`src/rtl/lsu_pkg.sv`:
```
// rtl/lsu_pkg.sv - shared constants, state encoding and helpers for the load/store stage
package lsu_pkg;

    localparam logic [2:0] F3_B  = 3'd0;
    localparam logic [2:0] F3_H  = 3'd1;
    localparam logic [2:0] F3_W  = 3'd2;
    localparam logic [2:0] F3_BU = 3'd4;
    localparam logic [2:0] F3_HU = 3'd5;

    localparam logic [3:0] WMASK_B = 4'b0001;
    localparam logic [3:0] WMASK_H = 4'b0011;
    localparam logic [3:0] WMASK_W = 4'b1111;

    typedef enum logic [1:0] {
        IDLE = 2'd0,
        REQ  = 2'd1,
        WAIT = 2'd2,
        WB   = 2'd3
    } lsu_state_e;

    function automatic logic [3:0] store_mask(input logic [2:0] f3, input logic [1:0] off);
        case (f3)
            F3_B:    store_mask = WMASK_B << off;
            F3_H:    store_mask = WMASK_H << off;
            default: store_mask = WMASK_W;
        endcase
    endfunction

    // Width code, exclusivity of load/store and natural alignment all have to hold.
    function automatic logic op_legal(input logic ld, input logic st,
                                      input logic [2:0] f3, input logic [1:0] off);
        logic f3_ok;
        logic align_ok;
        if (ld)
            f3_ok = (f3 == F3_B) || (f3 == F3_H) || (f3 == F3_W) ||
                    (f3 == F3_BU) || (f3 == F3_HU);
        else
            f3_ok = (f3 == F3_B) || (f3 == F3_H) || (f3 == F3_W);
        case (f3)
            F3_H, F3_HU: align_ok = ~off[0];
            F3_W:        align_ok = (off == 2'b00);
            default:     align_ok = 1'b1;
        endcase
        op_legal = (ld ^ st) && f3_ok && align_ok;
    endfunction

endpackage

```
`src/rtl/lsu_wb_if.sv`:
```
// rtl/lsu_wb_if.sv - word-wide memory request/response bus of the load/store stage
interface lsu_wb_if #(
    parameter int XLEN = 32
);
    logic            mem_req_valid;
    logic            mem_req_ready;
    logic [XLEN-1:0] mem_addr;
    logic            mem_wen;
    logic [XLEN-1:0] mem_wdata;
    logic [3:0]      mem_wmask;
    logic            mem_resp_valid;
    logic [XLEN-1:0] mem_rdata;

    modport master (
        output mem_req_valid, mem_addr, mem_wen, mem_wdata, mem_wmask,
        input  mem_req_ready, mem_resp_valid, mem_rdata
    );

    modport slave (
        input  mem_req_valid, mem_addr, mem_wen, mem_wdata, mem_wmask,
        output mem_req_ready, mem_resp_valid, mem_rdata
    );
endinterface

```
`src/rtl/lsu_load_align.sv`:
```
// rtl/lsu_load_align.sv - byte/half/word lane extraction with sign or zero extension
module lsu_load_align
    import lsu_pkg::*;
#(
    parameter int XLEN = 32
) (
    input  logic [XLEN-1:0] rdata,
    input  logic [1:0]      offset,
    input  logic [2:0]      funct3,
    output logic [XLEN-1:0] result
);

    logic [XLEN-1:0] shifted;

    assign shifted = rdata >> {offset, 3'b000};

    // Word loads are always aligned, so the shifted value is the raw word.
    always_comb begin
        result = shifted;
        case (funct3)
            F3_B:    result = {{(XLEN-8){shifted[7]}}, shifted[7:0]};
            F3_BU:   result = {{(XLEN-8){1'b0}}, shifted[7:0]};
            F3_H:    result = {{(XLEN-16){shifted[15]}}, shifted[15:0]};
            F3_HU:   result = {{(XLEN-16){1'b0}}, shifted[15:0]};
            default: result = shifted;
        endcase
    end

endmodule

```
`src/rtl/lsu_wb.sv`:
```
// rtl/lsu_wb.sv - single-outstanding load/store stage with register-file writeback
module lsu_wb
    import lsu_pkg::*;
#(
    parameter int XLEN       = 32,
    parameter int ADDR_WIDTH = 5
) (
    input  logic                  clk,
    input  logic                  rst,
    input  logic                  in_valid,
    output logic                  in_ready,
    input  logic                  is_load,
    input  logic                  is_store,
    input  logic [2:0]            funct3,
    input  logic [XLEN-1:0]       base,
    input  logic [XLEN-1:0]       sdata,
    input  logic [XLEN-1:0]       imm,
    input  logic [ADDR_WIDTH-1:0] rd,
    lsu_wb_if.master              mem,
    output logic                  rf_wen,
    output logic [ADDR_WIDTH-1:0] rf_rd,
    output logic [XLEN-1:0]       rf_dataD,
    output logic                  done,
    output logic                  err
);

    localparam logic [1:0] ST_IDLE = IDLE;
    localparam logic [1:0] ST_REQ  = REQ;
    localparam logic [1:0] ST_WAIT = WAIT;
    localparam logic [1:0] ST_WB   = WB;

    logic [1:0]            state;
    logic [XLEN-1:0]       ea_q;
    logic [XLEN-1:0]       sdata_q;
    logic [XLEN-1:0]       load_q;
    logic [2:0]            f3_q;
    logic [ADDR_WIDTH-1:0] rd_q;
    logic                  is_store_q;
    logic                  err_q;

    logic [XLEN-1:0]       ea_in;
    logic                  accept;
    logic                  legal;
    logic [XLEN-1:0]       align_out;
    logic                  in_req;
    logic                  in_wb;
    logic                  st_req;

    assign ea_in  = base + imm;
    assign accept = in_valid && (state == ST_IDLE) && (is_load || is_store);
    assign legal  = op_legal(is_load, is_store, funct3, ea_in[1:0]);

    lsu_load_align #(.XLEN(XLEN)) u_load_align (
        .rdata  (mem.mem_rdata),
        .offset (ea_q[1:0]),
        .funct3 (f3_q),
        .result (align_out)
    );

    always_ff @(posedge clk) begin
        if (rst) begin
            state      <= ST_IDLE;
            ea_q       <= '0;
            sdata_q    <= '0;
            load_q     <= '0;
            f3_q       <= '0;
            rd_q       <= '0;
            is_store_q <= 1'b0;
            err_q      <= 1'b0;
        end else begin
            err_q <= accept && !legal;
            case (state)
                ST_IDLE: begin
                    if (accept && legal) begin
                        state      <= ST_REQ;
                        ea_q       <= ea_in;
                        sdata_q    <= sdata;
                        f3_q       <= funct3;
                        rd_q       <= rd;
                        is_store_q <= is_store;
                    end
                end
                ST_REQ: begin
                    if (mem.mem_req_ready)
                        state <= ST_WAIT;
                end
                ST_WAIT: begin
                    if (mem.mem_resp_valid) begin
                        state <= ST_WB;
                        if (!is_store_q)
                            load_q <= align_out;
                    end
                end
                default: state <= ST_IDLE;
            endcase
        end
    end

    // Request fields come only from latched state, so they stay put across a stall.
    assign in_req = (state == ST_REQ);
    assign in_wb  = (state == ST_WB);
    assign st_req = in_req && is_store_q;

    assign in_ready          = (state == ST_IDLE);
    assign mem.mem_req_valid = in_req;
    assign mem.mem_addr      = in_req ? {ea_q[XLEN-1:2], 2'b00} : '0;
    assign mem.mem_wen       = st_req;
    assign mem.mem_wdata     = st_req ? (sdata_q << {ea_q[1:0], 3'b000}) : '0;
    assign mem.mem_wmask     = st_req ? store_mask(f3_q, ea_q[1:0]) : 4'b0000;

    assign rf_wen   = in_wb && !is_store_q && (rd_q != '0);
    assign rf_rd    = rf_wen ? rd_q : '0;
    assign rf_dataD = rf_wen ? load_q : '0;
    assign done     = in_wb || err_q;
    assign err      = err_q;

endmodule

```
`src/flat_wrapper.sv`:
```
// flat-port wrapper written by rule: the top's interface ports become plain ports
module lsu_wb_flat import lsu_pkg::*;
#(
    parameter int XLEN       = 32,
    parameter int ADDR_WIDTH = 5
)
  (clk, rst, in_valid, in_ready, is_load, is_store, funct3, base, sdata, imm, rd, rf_wen, rf_rd, rf_dataD, done, err, mem_mem_req_valid, mem_mem_addr, mem_mem_wen, mem_mem_wdata, mem_mem_wmask, mem_mem_req_ready, mem_mem_resp_valid, mem_mem_rdata);
  lsu_wb_if #(.XLEN(XLEN)) mem_i ();
  input  logic clk;
  input  logic rst;
  input  logic in_valid;
  output logic in_ready;
  input  logic is_load;
  input  logic is_store;
  input  logic [2:0] funct3;
  input  logic [XLEN-1:0] base;
  input  logic [XLEN-1:0] sdata;
  input  logic [XLEN-1:0] imm;
  input  logic [ADDR_WIDTH-1:0] rd;
  output logic rf_wen;
  output logic [ADDR_WIDTH-1:0] rf_rd;
  output logic [XLEN-1:0] rf_dataD;
  output logic done;
  output logic err;
  output wire logic [$bits(mem_i.mem_req_valid)-1:0] mem_mem_req_valid;
  output wire logic [$bits(mem_i.mem_addr)-1:0] mem_mem_addr;
  output wire logic [$bits(mem_i.mem_wen)-1:0] mem_mem_wen;
  output wire logic [$bits(mem_i.mem_wdata)-1:0] mem_mem_wdata;
  output wire logic [$bits(mem_i.mem_wmask)-1:0] mem_mem_wmask;
  input wire logic [$bits(mem_i.mem_req_ready)-1:0] mem_mem_req_ready;
  input wire logic [$bits(mem_i.mem_resp_valid)-1:0] mem_mem_resp_valid;
  input wire logic [$bits(mem_i.mem_rdata)-1:0] mem_mem_rdata;
  assign mem_mem_req_valid = mem_i.mem_req_valid;
  assign mem_mem_addr = mem_i.mem_addr;
  assign mem_mem_wen = mem_i.mem_wen;
  assign mem_mem_wdata = mem_i.mem_wdata;
  assign mem_mem_wmask = mem_i.mem_wmask;
  assign mem_i.mem_req_ready = mem_mem_req_ready;
  assign mem_i.mem_resp_valid = mem_mem_resp_valid;
  assign mem_i.mem_rdata = mem_mem_rdata;
  lsu_wb #(.XLEN(XLEN), .ADDR_WIDTH(ADDR_WIDTH)) u_core (.clk(clk), .rst(rst), .in_valid(in_valid), .in_ready(in_ready), .is_load(is_load), .is_store(is_store), .funct3(funct3), .base(base), .sdata(sdata), .imm(imm), .rd(rd), .mem(mem_i), .rf_wen(rf_wen), .rf_rd(rf_rd), .rf_dataD(rf_dataD), .done(done), .err(err));
endmodule
```
`config.mk`:
```
export PLATFORM = sky130hd
export DESIGN_NAME = lsu_wb_flat
export DESIGN_NICKNAME = d
export VERILOG_FILES = /design/src/rtl/lsu_pkg.sv /design/src/rtl/lsu_wb_if.sv /design/src/rtl/lsu_load_align.sv /design/src/rtl/lsu_wb.sv /design/src/flat_wrapper.sv
export SDC_FILE = /design/constraint.sdc
export NUM_CORES = 1
export LEC_CHECK = 0
export CORE_MARGIN = 5
export CORE_UTILIZATION = 45
export DETAILED_ROUTE_END_ITERATION = 7
export DONT_BUFFER_PORTS = 1
export PLACE_DENSITY = 0.69
export SLEW_MARGIN = 0
export SYNTH_ARGS = -nofsm -noshare
export SYNTH_HDL_FRONTEND = slang
export SYNTH_SLANG_ARGS = --single-unit
export TNS_END_PERCENT = 20
```
`constraint.sdc`:
```
create_clock -name clk -period 4.23 [get_ports clk]
set_input_delay 0.2115 -clock clk [delete_from_list [all_inputs] [get_ports clk]]
set_output_delay 0.2115 -clock clk [all_outputs]
set_load 0.005 [all_outputs]
```
# Yosys cells after proc, flatten, opt, wreduce, memory -nomap -nowiden
# Index checks and enable logic that the tools add are counted.
# W data, S select, Z words.
[word_totals]
register_bits = 108
out_inout_bits = 111
word_cells = 68
[classes]
addsub = 1
eq_ne = 13
shift = 4
muxes = 13
bitwise = 3
reduce_logical = 26
[ops]
columns = ["operator", "n"]
rows = [
  ["$pmux W32 S4", 1],
  ["$mux W32", 3],
  ["$add A32 B32 Y32", 1],
  ["$shl A32 B5 Y32", 1],
  ["$shr A32 B5 Y32", 1],
  ["$eq A3 B3 Y1 const B", 4],
  ["$logic_and A1 B1 Y1", 9],
  ["$pmux W4 S2", 1],
  ["$eq A3 B1 Y1 const B", 2],
  ["$logic_not A3 Y1", 2],
  ["$logic_or A1 B1 Y1", 6],
  ["$mux W2", 3],
  ["$pmux W2 S3", 1],
  ["$reduce_and A3 Y1", 2],
  ["$mux W5", 1],
  ["$reduce_bool A5 Y1", 1],
  ["$eq A2 B2 Y1 const B", 2],
  ["$logic_not A2 Y1", 2],
  ["$mux W4", 1],
  ["$ne A2 B2 Y1 const B", 2],
  ["$shl A1 B2 Y4 const A", 1],
  ["$shl A2 B2 Y4 const A", 1],
  ["$eq A3 B2 Y1 const B", 1],
  ["$eq A2 B1 Y1 const B", 1],
  ["other kinds (8)", 10],
]

# Depth between registers and ports, before layout
# Gate-level depths: netlist of run 1.
[logic_depth]
ltp_word = 11
mapped_depth = 10
mapped_depth_nobuf = 10

# By module
# A second synthesis of run 1 with hierarchy kept.
[unflattened]
hier_cells = 1052
area_unflattened_um2 = 7621.1
[by_module_without_submodules]
columns = ["mod", "n_inst", "cells_per_inst", "area_per_inst_um2", "seq_area_each_um2"]
rows = [
  ["lsu_wb", 1, 945, 6926.6, 2162.1],
  ["lsu_load_align", 1, 107, 694.4, 0.0],
]

# Worst setup path before layout of run 1
# Ideal clock, no wire load.
[synth_path]
path_kind = "input to register"
from = "input base[0]"
to = "register u_core.ea_q[30]"
setup_time_ns = 0.117
arrival_ns = 2.331
setup_slack_ns = 1.782
stages = 10
path_buffers = 0
path_cell_list = "ha_1 -> fa_1 -> a211oi_2 -> nor4_1 -> nor2_1 -> a21oi_4 -> a311oi_1 -> o41ai_2 -> xor2_1 -> a22o_1"
[synth_between]
elab_chain_cells = 6
[synth_rtl]
columns = ["element", "line", "text"]
rows = [
  ["start, declared", "flat_wrapper.sv:16", "input logic [XLEN-1:0] base;"],
  ["$add A32 B32 Y32 (*)", "lsu_wb.sv:49", "assign ea_in = base + imm;"],
  ["$logic_not A2 Y1 / $not A1 Y1 (equally long branches)", "lsu_pkg.sv:41, lsu_pkg.sv:40", ""],
  ["$pmux W1 S2", "lsu_pkg.sv:39", "case (f3)"],
  ["$logic_and A1 B1 Y1", "lsu_pkg.sv:44", "op_legal = (ld ^ st) && f3_ok && align_ok;"],
  ["$logic_and A1 B1 Y1", "lsu_wb.sv:74", "if (accept && legal) begin"],
  ["$reduce_and A2 Y1 (no source line)", "-", ""],
  ["end signal, assigned", "lsu_wb.sv:76", "ea_q <= ea_in;"],
  ["end, declared", "lsu_wb.sv:33", "logic [XLEN-1:0] ea_q;"],
]
# Every way passes the cells marked *; elsewhere a longest branch is shown, timed or not.
# A chain may end at the register's enable or synchronous reset.

# Final worst setup path of run 1
[layout_path]
from = "register u_core.state[1]"
to = "output mem_mem_wdata[3]"
[layout_between]
elab_chain_cells = 3
[layout_rtl]
columns = ["element", "line", "text"]
rows = [
  ["start, declared", "lsu_wb.sv:32", "logic [1:0] state;"],
  ["start signal, assigned", "lsu_wb.sv:62", "state <= ST_IDLE;"],
  ["start signal, assigned", "lsu_wb.sv:75", "state <= ST_REQ;"],
  ["start signal, assigned", "lsu_wb.sv:85", "state <= ST_WAIT;"],
  ["$eq A2 B1 Y1", "lsu_wb.sv:100", "assign in_req = (state == ST_REQ);"],
  ["via mem_mem_req_valid", "flat_wrapper.sv:25", "output wire logic [$bits(mem_i.mem_req_valid)-1:0] mem_mem_req_valid;"],
  ["$logic_and A1 B1 Y1", "lsu_wb.sv:102", "assign st_req = in_req && is_store_q;"],
  ["$mux W32", "lsu_wb.sv:108", "assign mem.mem_wdata = st_req ? (sdata_q << {ea_q[1:0], 3'b000}) : '0;"],
  ["end, declared", "flat_wrapper.sv:28", "output wire logic [$bits(mem_i.mem_wdata)-1:0] mem_mem_wdata;"],
]
# The timed path passes the listed nets, and every way through them passes these cells.

==> impl_results.md, run 1 <==
- Result of the run: finished, final reports clean
- Count of input and output buffers: 0
- Area fraction of the dominant cell type after synthesis: 30.41%
- Count of flip-flops with a built-in enable after synthesis: 0
- Total Power: 2514 uW
- Initial core utilization: 45.25%
- CTS tree: built
- Growth of design area from synthesis to finish: 10.19%
- Count of vias placed by the detailed router: 6688
- Final worst-path cycle share: 77.61%
- Cell total after placement: 1122
- Critical path peak fanout: 33
- Cell Area, Synth: 7109 um^2
- Die footprint: 18410 um^2
- Average wire per standard cell: 18.28 um
- Maximum frequency from static timing analysis: 304.6 MHz
- Number of remaining DRC errors: 0
- Total number of placement rows: 46
- Distinct cell type count of the synthesized netlist: 59
- Clock Skew: 0.008145 ns
- Number of sinks handled by clock tree synthesis: 108
- First-pass GRT wire length: 33630 um
- Normalized max-slew margin: 31.18%
- Number of instances resized during post-cts repair: 0
- Height of the die: 135.7 um
- Post-synthesis cell type with the largest combined area: sky130_fd_sc_hd__dfxtp_1
- Ratio of routed vias to standard cells: 5.692
- Skew-Pair Late Insertion Delay: 0.36 ns
- Max Transition Viols Final: 0
- Endpoint type of the worst setup path: output pin
- Commonest cells after routing, fill and taps aside: 168 x sky130_fd_sc_hd__nand2_1, 129 x sky130_fd_sc_hd__a21oi_1, 106 x sky130_fd_sc_hd__dfxtp_1
- CTS H-tree depth: 3
- I/O pin count: 254
- Pin count of the biggest net entering global routing: 97
- Total half-perimeter wirelength after legalization and detailed placement: 15570 um
- Unrepaired setup endpoints after global routing: no
- Finished Core Util: 49.86%
- Pre-antenna DRT Iters: 7
- Instance area after placement: 7168 um^2
- DR iter-0 viols: 476
- Placeable core area: 15710 um^2
- Non-Filler Instances: 1175
- Final number of setup-violating endpoints: 0
- Biggest area contributors in the synthesized netlist: sky130_fd_sc_hd__dfxtp_1 30%, sky130_fd_sc_hd__a21oi_1 9.1%, sky130_fd_sc_hd__nand2_1 8.9%
- Cells after Synth: 968
- Fraction of layout cells with a size suffix above 1: 6.263%
- Routed Wire Length: 21480 um
- Crit start category: register
- Type of the worst setup path: reg2out
- Max cap viols: 0
- Leak: 0.002821 uW
- Global-route usage over all layers: 22.65%
- Post-route setup TNS: 0 ns
- Hold Path Class: in2reg
- Mean Syn Cell Area: 7.344 um^2
- Async set-reset flop share out of synthesis: 0%
- Worst Path Arrival: 3.07 ns
- Final weighted congestion of routability-driven global placement: 0.8608
- Die extent in x: 135.7 um
- Highest ir drop seen on vdd: 195.4 uV
- Total power density per cell area: 320.9 nW/um^2
- Required arrival time at the worst endpoint: 4.02 ns
- Post-layout net count: 1133
- Commonest non-fill, non-tap cell in the layout: sky130_fd_sc_hd__nand2_1
- Clock buffer count from CTS: 9
- Ys flop type: sky130_fd_sc_hd__dfxtp_1
- Vias in the first global route: 6398
- Remaining antenna violation count: 0
- Clock edge transition at the registers on the reported setup and hold paths: 0.08 ns
- Number of synthesis warnings: 0
- Endpoints failing hold: 0
- Shortest clock period the worst path allows after layout: 3.283 ns
- Slew at the pin with the worst max-slew slack: 1.032 ns
- Root buffer selected by CTS: sky130_fd_sc_hd__clkbuf_16
- Largest buffer count on any clock path: 2
- Initial antenna violation count: 1
- GRT Residual Overflow: 0
- Portion of the post-synthesis area used by sequential elements: 30.41%
- Design Area, Final: 7834 um^2
- Number of synthesized register bits: 108
==> final timing paths <==
kind | startpoint | slack, ns | cells past startpoint | endpoint
min | sdata[0] | 0.02 | 2 | u_core.sdata_q[0]$_SDFFE_PP0P_
max reg2reg | u_core.ea_q[0]$_SDFFE_PP0P_ | 1.65 | 7 | u_core.load_q[23]$_SDFFE_PP0P_
max | u_core.state[1]$_SDFFE_PP0P_ | 0.95 | 7 | mem_mem_wdata[3]
min reg2reg | u_core.ea_q[24]$_SDFFE_PP0P_ | 0.44 | 2 | u_core.ea_q[24]$_SDFFE_PP0P_
==> timing repair <==
item,CTS,global route
buffers inserted,0,0
endpoints found under the hold margin,96,0
hold buffers,36,0
==> metrics by stage <==
step                worst slack, ns  hold WS (ns)
floorplan                     1.782        0.3475
global route                 0.6003       0.01980
detailed placement            1.302        0.2971
global placement              1.405        0.2944
finish                       0.9471       0.01912
CTS                          0.9036      0.001579
==> power by group <==
part           total [uW]  leakage (uW)  internal (uW)  switching, uW
Combinational         580       0.00182            228            352
Clock                 826      0.000130            409            418
Sequential           1110      0.000874           1070           38.5
Total                2510       0.00282           1710            808
==> cells in the mapped netlist (3+ instances only) <==
library cell and count:
sky130_fd_sc_hd__o21ai_1 8, sky130_fd_sc_hd__and2_1 76, sky130_fd_sc_hd__xor2_1 8, sky130_fd_sc_hd__nand3_1 10, sky130_fd_sc_hd__clkbuf_1 56, sky130_fd_sc_hd__o211ai_1 12, sky130_fd_sc_hd__mux2_2 17, sky130_fd_sc_hd__nor2b_1 15
sky130_fd_sc_hd__nand4_1 8, sky130_fd_sc_hd__buf_2 8, sky130_fd_sc_hd__buf_1 4, sky130_fd_sc_hd__o21bai_1 4, sky130_fd_sc_hd__o21ai_0 29, sky130_fd_sc_hd__a21o_1 14, sky130_fd_sc_hd__nor4_1 4, sky130_fd_sc_hd__inv_1 15
sky130_fd_sc_hd__o21a_1 5, sky130_fd_sc_hd__nand2_1 169, sky130_fd_sc_hd__nor3_1 33, sky130_fd_sc_hd__o22ai_1 3, sky130_fd_sc_hd__a211oi_1 25, sky130_fd_sc_hd__or2_2 4, sky130_fd_sc_hd__mux2i_1 24, sky130_fd_sc_hd__dfxtp_1 108
sky130_fd_sc_hd__nor2_1 84, sky130_fd_sc_hd__buf_4 3, sky130_fd_sc_hd__ha_1 36, sky130_fd_sc_hd__a21oi_1 129, sky130_fd_sc_hd__xnor2_1 17, sky130_fd_sc_hd__a31oi_1 7
==> per-layer routing <==
layer  up-vias  global-route usage, %  wire [um]
met5         -                      0          0
met4         0                  7.391        431
met3        31                  5.052       1649
met2       258                  37.11      10230
met1      3092                  29.61       9160
li1       3307                      -          -
==> state kept, by name, summed over array words and instances (netlist names) <==
name               flops
u_core.rd_q            5
u_core.ea_q           32
u_core.load_q         32
u_core.is_store_q      1
u_core.err             1
u_core.state           2
u_core.f3_q            3
u_core.sdata_q        32
==> critical path, cell delays in order, from the launching register on <==
cell and delay [ns]:
sky130_fd_sc_hd__dfxtp_1 0.33, sky130_fd_sc_hd__inv_1 0.10, sky130_fd_sc_hd__ha_1 0.85, sky130_fd_sc_hd__nand2_1 0.12, sky130_fd_sc_hd__buf_4 0.25, sky130_fd_sc_hd__or2_2 0.40, sky130_fd_sc_hd__nor2_1 0.43, sky130_fd_sc_hd__and2_1 0.24
==> cell families (layout without fill, tap and decap cells) <==
logic type | after synthesis | after routing | share of synthesized area, %
adder cells (fa/ha/maj) | 37 | 37 | 6.617
other | 1 | 3 | 0.05275
multiplexers | 42 | 42 | 6.230
AO/OA/AOI/OAI | 256 | 256 | 21.91
flip-flops | 108 | 108 | 30.41
buffers and inverters | 86 | 75 | 4.840
XOR/XNOR | 25 | 25 | 3.080
AND/OR/NAND/NOR | 413 | 413 | 26.86
==> final cells by class <==
| type | count | area, um^2 |
|---|---|---|
| Timing Repair Buffer | 44 | 437.9 |
| Inverter | 15 | 56.30 |
| Fill cell | 1568 | 7879 |
| Antenna cell | 1 | 2.502 |
| Multi-Input combinational cell | 775 | 4617 |
| Sequential cell | 108 | 2165 |
| Clock inverter | 7 | 60.06 |
| Tap cell | 216 | 270.3 |
| Clock buffer | 9 | 225.2 |
Note: power is estimated with default switching activity, not from simulation.
==> run 2, diff against run 1 <==
- PLACE_DENSITY: 0.69 -> 0.71
- clock period: 4.23 -> 2.7 ns (I/O delays scaled with it)
==> impl_results.md, run 2 (synthesis gave the netlist of run 1 again) <==
- Result of the run: finished, final reports clean
- Clock Skew: 0.008494 ns (+0.0003492 ns)
- Crit start category: register
- Die extent in x: 135.7 um (unchanged)
- Slew at the pin with the worst max-slew slack: 0.6284 ns (-0.4039 ns)
- First-pass GRT wire length: 34110 um (+1.4%)
- Shortest clock period the worst path allows after layout: 2.453 ns
- CTS H-tree depth: 3 (unchanged)
- Commonest non-fill, non-tap cell in the layout: sky130_fd_sc_hd__nand2_1
- Setup bufs post-CTS: 0 (unchanged)
- Final number of setup-violating endpoints: 0 (unchanged)
- Leak: 0.002960 uW (+4.9%)
- Type of the worst setup path: reg2out
- Ratio of routed vias to standard cells: 5.721 (+0.51%)
- Growth of design area from synthesis to finish: 13.76%
- Final worst-path cycle share: 90.87%
- Critical path peak fanout: 43 (+30%)
- Count of vias placed by the detailed router: 6854 (+2.5%)
- Maximum cell stage delay along the critical path: 0.53 ns (-0.32 ns)
- Pre-antenna DRT Iters: 5 (-2)
- Slowest stage cell on the critical path: sky130_fd_sc_hd__nor2_1
- Placeable core area: 15710 um^2 (unchanged)
- Clock buffer count from CTS: 9 (unchanged)
- Remaining antenna violation count: 0 (unchanged)
- Max Transition Viols Final: 0 (unchanged)
- Average wire per standard cell: 18.41 um (+0.73%)
- Commonest cells after routing, fill and taps aside: 168 x sky130_fd_sc_hd__nand2_1, 129 x sky130_fd_sc_hd__a21oi_1, 106 x sky130_fd_sc_hd__dfxtp_1
- Maximum frequency from static timing analysis: 407.6 MHz
- Height of the die: 135.7 um (unchanged)
- Total power density per cell area: 500.1 nW/um^2 (+56%)
- Worst Path Arrival: 2.32 ns (-0.75 ns)
- Skew-Pair Late Insertion Delay: 0.35 ns (about the same)
- Cell Chain, Critical Path: buf_4, or2_2, nor2_1, and2_1
- Cell total after placement: 1131 (+0.80%)
- Number of sinks handled by clock tree synthesis: 108 (unchanged)
- GRT Residual Overflow: 0 (unchanged)
- Unrepaired setup endpoints after global routing: no
- Global-route usage over all layers: 22.98% (+0.33 points)
- Endpoints failing hold: 0 (unchanged)
- Vias in the first global route: 6609 (+3.3%)
- Biggest registers after layout: u_core.ea_q (32), u_core.load_q (32), u_core.sdata_q (32)
- Initial core utilization: 45.25% (unchanged)
- Non-Filler Instances: 1198 (+2.0%)
- Largest buffer count on any clock path: 2 (unchanged)
- Count of input and output buffers: 0 (unchanged)
- Required arrival time at the worst endpoint: 2.57 ns (-1.45 ns)
- Total half-perimeter wirelength after legalization and detailed placement: 15460 um (-0.73%)
- DR iter-0 viols: 355 (-25%)
- Fraction of layout cells with a size suffix above 1: 7.026% (+0.76 points)
- Total number of placement rows: 46 (unchanged)
- Final weighted congestion of routability-driven global placement: 0.8511 (-1.1%)
- Post-layout net count: 1157 (+2.1%)
- Die footprint: 18410 um^2 (unchanged)
- I/O pin count: 254 (unchanged)
- Normalized max-slew margin: 57.95% (+27 points)
- Worst setup slack after layout: 0.2465 ns (-0.7006 ns)
- # diodes: 0 (-1)
- Root buffer selected by CTS: sky130_fd_sc_hd__clkbuf_16
- Endpoint type of the worst setup path: output pin
- Clock edge transition at the registers on the reported setup and hold paths: 0.08 ns (about the same)
- Hold Path Class: in2reg
- Number of remaining DRC errors: 0 (unchanged)
- CTS tree: built
- Max cap viols: 0 (unchanged)
- Pre-CTS setup slack: 0.06276 ns (-1.239 ns)
- Post-route setup TNS: 0 ns (unchanged)
- Pin count of the biggest net entering global routing: 97 (unchanged)
- Initial antenna violation count: 0 (-1)
- Routed Wire Length: 22060 um (+2.7%)
- Highest ir drop seen on vdd: 293.9 uV (+50%)
-- run 2: what timing repair did --
item / in CTS / in global routing
resized for setup: 0 / 0
endpoints found under the hold margin: 96 / 0
hold buffers: 51 / 0
-- run 2: cell type report --
cell class | instances | area [um^2]
Clock buffer | 10 | 239.0
Fill cell | 1527 | 7625
Clock inverter | 6 | 60.06
Inverter | 15 | 56.30
Timing Repair Buffer | 68 | 680.7
Tap cell | 216 | 270.3
Multi-Input combinational cell | 775 | 4617
Sequential cell | 108 | 2165
-- run 2: stage by stage --
step	cell area [um^2]	hold WS, ns	power (uW)	util, %
detailed placement	7261	0.2177	2614	46.21
floorplan	7113	0.2710	2443	-
global placement	7261	0.2149	2601	46.21
finish	8088	0.02451	4044	51.47
CTS	8088	0.01390	4073	51.47
global route	8088	0.01687	4248	51.47
-- run 2: worst paths after layout --
kind	startpoint	endpoint	slack, ns	cells past startpoint
worst max-delay path	u_core.ea_q[1]$_SDFFE_PP0P_	mem_mem_wdata[4]	0.25	4
worst min-delay path	mem_mem_rdata[24]	u_core.load_q[24]$_SDFFE_PP0P_	0.02	2
worst max register to register	u_core.ea_q[0]$_SDFFE_PP0P_	u_core.load_q[22]$_SDFFE_PP0P_	0.59	5
worst min register to register	u_core.ea_q[23]$_SDFFE_PP0P_	u_core.ea_q[23]$_SDFFE_PP0P_	0.45	2
-- run 2: critical path, delay by kind of cell (launching register included) --
family	cells	cell delay [ns]
buffers and inverters	1	0.30
and+or+nand+nor	3	1.30
DFF	1	0.36
-- run 2: per-layer routing --
metal | vias up | GRT usage, % | wire length, um
li1 | 3365 | - | -
met4 | 0 | 8.343 | 482
met2 | 302 | 39.08 | 10540
met3 | 36 | 5.646 | 1879
met5 | - | 0 | 0
met1 | 3151 | 28.20 | 9150
-- run 2: where the power goes --
group | internal [uW] | switching [uW]
Combinational | 384 | 566
Sequential | 1670 | 59.0
Clock | 681 | 679
